<file path="src/rtl/instr_enc.sv">
// ============================================================================
// Module   : instr_enc
// Brief    : Register-access encoder: serialises one read/write request as a
//            command byte then a data byte, returns read data on completion.
//            Optional wait timeout enabled by defining INSTR_ENC_TIMEOUT_EN.
// Revision : 1.0 - initial release
// ============================================================================
`default_nettype none

module instr_enc #(
  parameter int TIMEOUT_CYCLES = 255
) (
  input  logic       clk,
  input  logic       rst,
  input  logic       req_valid,
  output logic       req_ready,
  input  logic       req_rw,
  input  logic [5:0] req_addr,
  input  logic [7:0] req_wdata,
  output logic [7:0] tx_byte,
  output logic       tx_valid,
  input  logic       tx_ready,
  input  logic       rx_sync,
  input  logic [7:0] rx_byte,
  output logic       rsp_valid,
  output logic [7:0] rsp_rdata,
  output logic       rsp_err
);

  typedef enum logic [2:0] {
    IDLE      = 3'd0,
    CMD       = 3'd1,
    CMD_WAIT  = 3'd2,
    DATA      = 3'd3,
    DATA_WAIT = 3'd4,
    RESP      = 3'd5
  } state_t;

  localparam logic [7:0] c_RD_FILL = 8'h00;
  localparam logic [7:0] c_TO_DATA = 8'hFF;

  state_t     r_state;
  state_t     w_next;
  logic       r_rw;
  logic [5:0] r_addr;
  logic [7:0] r_wdata;
  logic       w_in_wait;
  logic       w_timeout;

  // A zero limit has no sensible meaning; such a build keeps the limit unused.
  if (TIMEOUT_CYCLES == 0) begin : g_zero_limit
  end

  assign w_in_wait = (r_state == CMD_WAIT) || (r_state == DATA_WAIT);

`ifdef INSTR_ENC_TIMEOUT_EN
  localparam int                  c_CNT_W = (TIMEOUT_CYCLES > 1) ? $clog2(TIMEOUT_CYCLES) : 1;
  localparam logic [c_CNT_W-1:0] c_LIMIT  = c_CNT_W'(TIMEOUT_CYCLES - 1);
  localparam logic [c_CNT_W-1:0] c_ONE    = c_CNT_W'(1);

  logic [c_CNT_W-1:0] r_wait_cnt;
  logic               r_rsp_err;

  // Counter restarts on every state change, so each wait state starts at zero.
  always_ff @(posedge clk or posedge rst) begin
    if (rst) begin
      r_wait_cnt <= '0;
    end else if (!w_in_wait || (w_next != r_state)) begin
      r_wait_cnt <= '0;
    end else begin
      r_wait_cnt <= r_wait_cnt + c_ONE;
    end
  end

  // rx_sync is tested first in the FSM, so it wins over a simultaneous timeout.
  assign w_timeout = w_in_wait && (r_wait_cnt == c_LIMIT);

  always_ff @(posedge clk or posedge rst) begin
    if (rst) begin
      r_rsp_err <= 1'b0;
    end else if (w_in_wait && !rx_sync && w_timeout) begin
      r_rsp_err <= 1'b1;
    end else if (r_state == DATA_WAIT && rx_sync) begin
      r_rsp_err <= 1'b0;
    end
  end

  assign rsp_err = r_rsp_err;
`else
  assign w_timeout = 1'b0;
  assign rsp_err   = 1'b0;
`endif

  always_ff @(posedge clk or posedge rst) begin
    if (rst) begin
      r_state <= IDLE;
    end else begin
      r_state <= w_next;
    end
  end

  always_comb begin
    w_next    = r_state;
    req_ready = 1'b0;
    tx_valid  = 1'b0;
    rsp_valid = 1'b0;
    case (r_state)
      IDLE: begin
        req_ready = !rst;
        if (req_valid) w_next = CMD;
      end
      CMD: begin
        tx_valid = 1'b1;
        if (tx_ready) w_next = CMD_WAIT;
      end
      CMD_WAIT: begin
        if (rx_sync)        w_next = DATA;
        else if (w_timeout) w_next = RESP;
      end
      DATA: begin
        tx_valid = 1'b1;
        if (tx_ready) w_next = DATA_WAIT;
      end
      DATA_WAIT: begin
        if (rx_sync || w_timeout) w_next = RESP;
      end
      RESP: begin
        rsp_valid = 1'b1;
        w_next    = IDLE;
      end
      default: w_next = IDLE;
    endcase
  end

  // tx_byte is loaded on entry to CMD/DATA and otherwise holds its last value.
  always_ff @(posedge clk or posedge rst) begin
    if (rst) begin
      r_rw      <= 1'b0;
      r_addr    <= 6'd0;
      r_wdata   <= 8'h00;
      tx_byte   <= 8'h00;
      rsp_rdata <= 8'h00;
    end else begin
      case (r_state)
        IDLE: begin
          if (req_valid) begin
            r_rw    <= req_rw;
            r_addr  <= req_addr;
            r_wdata <= req_wdata;
            tx_byte <= {req_rw, 1'b0, req_addr};
          end
        end
        CMD_WAIT: begin
          if (rx_sync) begin
            tx_byte <= r_rw ? r_wdata : c_RD_FILL;
          end else if (w_timeout) begin
            rsp_rdata <= c_TO_DATA;
          end
        end
        DATA_WAIT: begin
          if (rx_sync) begin
            rsp_rdata <= r_rw ? 8'h00 : rx_byte;
          end else if (w_timeout) begin
            rsp_rdata <= c_TO_DATA;
          end
        end
        default: ;
      endcase
    end
  end

  // The latched address only feeds tx_byte at accept time; kept for visibility.
  logic w_addr_unused;
  assign w_addr_unused = ^r_addr;

endmodule

`default_nettype wire

</file>
<file path="config.mk">
export PLATFORM = sky130hd
export DESIGN_NAME = instr_enc
export DESIGN_NICKNAME = d
export VERILOG_FILES = /design/src/rtl/instr_enc.sv
export SDC_FILE = /design/constraint.sdc
export NUM_CORES = 1
export LEC_CHECK = 0
export CORE_ASPECT_RATIO = 1.5
export CORE_MARGIN = 3
export CORE_UTILIZATION = 45
export CTS_BUF_LIST = sky130_fd_sc_hd__clkbuf_8
export DETAILED_ROUTE_END_ITERATION = 8
export MAX_ROUTING_LAYER = met4
export PLACE_DENSITY = 0.93
export SYNTH_ARGS = -nofsm -noshare
export SYNTH_HDL_FRONTEND = slang
export SYNTH_SLANG_ARGS = --single-unit
export TNS_END_PERCENT = 50
</file>
<file path="constraint.sdc">
create_clock -name clk -period 1.8 [get_ports clk]
set_input_delay 0.36 -clock clk [delete_from_list [all_inputs] [get_ports clk]]
set_output_delay 0.36 -clock clk [all_outputs]
set_load 0.01 [all_outputs]
</file>
==> flow_summary.toml <==
[clocking]
postCtsSetupRepairBufs = 0
clk_pin_slew_worst_paths_ns = 0.09
cts_buffer_depth = 2
tritoncts = "done"
cts_root_buf = "clkbuf_8"
htreeDepth = 1
numCtsBuffers = 3
cts_sinks = 28
insertion_delay_ns = 0.27

[placed_design]
port_buffers = 46
place_congestion = 0.7953
dpl.hpwl_um = 2338

[critical_path]
arrival_ns = 1.26
crit_path_start_kind = "flip-flop"
critPathKind = "reg2out"
critPathMaxFanout = 4
critical_path_required_ns = 1.44
end_kind = "output port"

[sta]
setup_viol = 0
clock.fmax_mhz = 618.0
setup_tns_ns = 0
rsz0062_at_grt = "no"
finalHoldViolCount = 0
finClkSkew_ns = 0.002048
report.final.slew_viol_count = 0
period_needed_ns = 1.618
period_share = 0.8990

[drt]
dr_wl_met3_um = 167
dr_wl_met2_um = 1628
drt_iter0_markers = 28
routedWlPerCell_um = 15.20
via_count = 1027
first_pass_iters = 4
top_layer = "met4"
via_per_inst = 5.084
postRouteAntennaNets = 0
drt_wl_total_um = 3071
route.detailed.drc = 0
wl_met1_um = 1226

[pwr]
leakagePower_nw = 0.8246
ir_drop_mv = 0.7819
p_per_area_nw_per_um2 = 1587

[logic_synthesis]
yosys_warnings = 0
synthesis.area_um2 = 1315
syn-instance-count = 115
synth_seq_cells = 28
syn-num-nets = 143
syn_area_per_cell_um2 = 11.43
yosysSeqAreaShare = 0.5328
synth_cell_types = 28

[layout]
drive_above_1_share = 0.1273
fin_nets = 194
fill_cells = 186
fin_util = 0.6998
final_cell_mix = "clkdlybuf4s50_1 (43), dfrtp_1 (28), nand2_1 (24)"
area_growth_pct = 45.48
diodes = 0
final_common_cell = "clkdlybuf4s50_1"

[floorplan]
die_y_um = 72.21
die_w_um = 50.14
die_area_um2 = 3620
num_rows = 23
core_um2 = 2734
start_util = 0.4810
io_pins = 48

[min_path]
hold_path_class = "in2async"

[global_route]
overflow = 0
grt_pass1_wl_um = 5230
grt_max_degree = 29
antenna_found_initial = 0
grtUsageTotal = 0.1987
first_global_vias = 1080

[run]
drv_cap = 0

[outcome]
status = "finished clean"
-- cells in the mapped netlist --
cell / n / area, um^2
dfrtp_1: 28 / 700.7
o21ai_1: 8 / 40.04
and4bb_2: 1 / 12.51
nor4_1: 1 / 6.260
clkbuf_1: 1 / 3.750
xor2_1: 1 / 8.760
buf_4: 2 / 15.01
mux2i_1: 1 / 10.01
buf_6: 2 / 22.52
nand4bb_4: 1 / 27.53
mux2_4: 4 / 60.06
nor3_1: 1 / 5.000
o22ai_1: 1 / 6.260
a21o_1: 1 / 7.510
nor3_4: 1 / 16.27
o32ai_1: 1 / 8.760
inv_1: 2 / 7.510
nand2b_1: 11 / 68.82
nor2_1: 3 / 11.26
nor2_2: 1 / 6.260
nor2b_1: 1 / 6.260
nand2_1: 24 / 90.09
conb_1: 1 / 3.750
nand2_2: 1 / 6.260
a211oi_1: 1 / 7.510
buf_2: 2 / 10.01
o221a_1: 7 / 78.83
mux2_1: 6 / 67.56
-- power breakdown --
part	internal [mW]	total, mW	switching [mW]
Combinational	0.827	1.42	0.589
Clock	0.298	0.486	0.188
Sequential	0.915	1.14	0.220
Total	2.04	3.04	0.997
-- area by class of cell --
type | instances | area [um^2] | area share
sequential | 28 | 700.7 | 0.3663
inverter | 2 | 7.507 | 0.003924
tap | 37 | 46.29 | 0.02420
timing repair buffer | 53 | 525.5 | 0.2747
clock inverter | 1 | 30.03 | 0.01570
clock buffer | 3 | 41.29 | 0.02158
multi-input combinational | 78 | 561.8 | 0.2937
-- sequential cells by signal, indices dropped and copies added, names as in the netlist --
name / cells
r_wdata: 8
rsp_rdata: 8
tx_byte: 8
r_state: 3
r_rw: 1
-- critical path, stage by stage, from the launching register on --
cell,delay [ns]
dfrtp_1,0.43
nor4_2,0.26
dlygate4sd2_1,0.29
-- through the flow --
| stage | hold slack, ns | power, mW | std cells | instance area, um^2 | setup slack, ns |
|---|---|---|---|---|---|
| after floorplan | 0.4254 | 1.944 | 115 | 1315 | 0.4565 |
| after global placement | 0.4681 | 2.469 | 198 | 1836 | -0.07521 |
| after detailed placement | 0.4802 | 2.565 | 198 | 1836 | -0.1691 |
| after CTS | 0.4814 | 3.059 | 202 | 1904 | 0.04192 |
| after global routing | 0.5327 | 3.232 | 202 | 1913 | 0.08122 |
| final | 0.4854 | 3.037 | 202 | 1913 | 0.1818 |
-- what timing repair did --
| item | 4_1_cts | 5_1_grt |
|---|---|---|
| gates resized for setup | 2 | 2 |
| pin swaps | 0 | 0 |
| endpoints found under the setup margin | 2 | 2 |
| hold buffers | 0 | 0 |
-- path summary, 6_finish.rpt --
path,to,start,slack [ns],cells after the start
max,req_ready,r_state[1]$_DFFE_PP0P_,0.18,2
min,rsp_rdata[4]$_DFFE_PP0P_,rst,0.49,3
max reg2reg,r_wdata[7]$_DFFE_PP0P_,r_state[2]$_DFFE_PP0P_,0.30,5
min reg2reg,r_wdata[3]$_DFFE_PP0P_,r_wdata[3]$_DFFE_PP0P_,0.50,1
max in group asynchronous,r_wdata[7]$_DFFE_PP0P_,rst,1.06,3
min in group clk,r_wdata[3]$_DFFE_PP0P_,r_wdata[3]$_DFFE_PP0P_,0.50,1
-- logic make-up after synthesis --
group           after synthesis  share of synthesized area
other cells                   1                   0.002852
buf+inv                       9                    0.04471
simple gates                 46                     0.1951
compound gates               19                     0.1132
mux                          11                     0.1047
flops                        28                     0.5328
xor+xnor                      1                   0.006662
-- per-layer routing --
layer  track usage  vias up
li1              -      496
met1        0.2313      488
met2        0.3401       39
met3       0.02669        4
met4       0.08308        0
met5             -        -
Power figures use the tool's default switching activity.
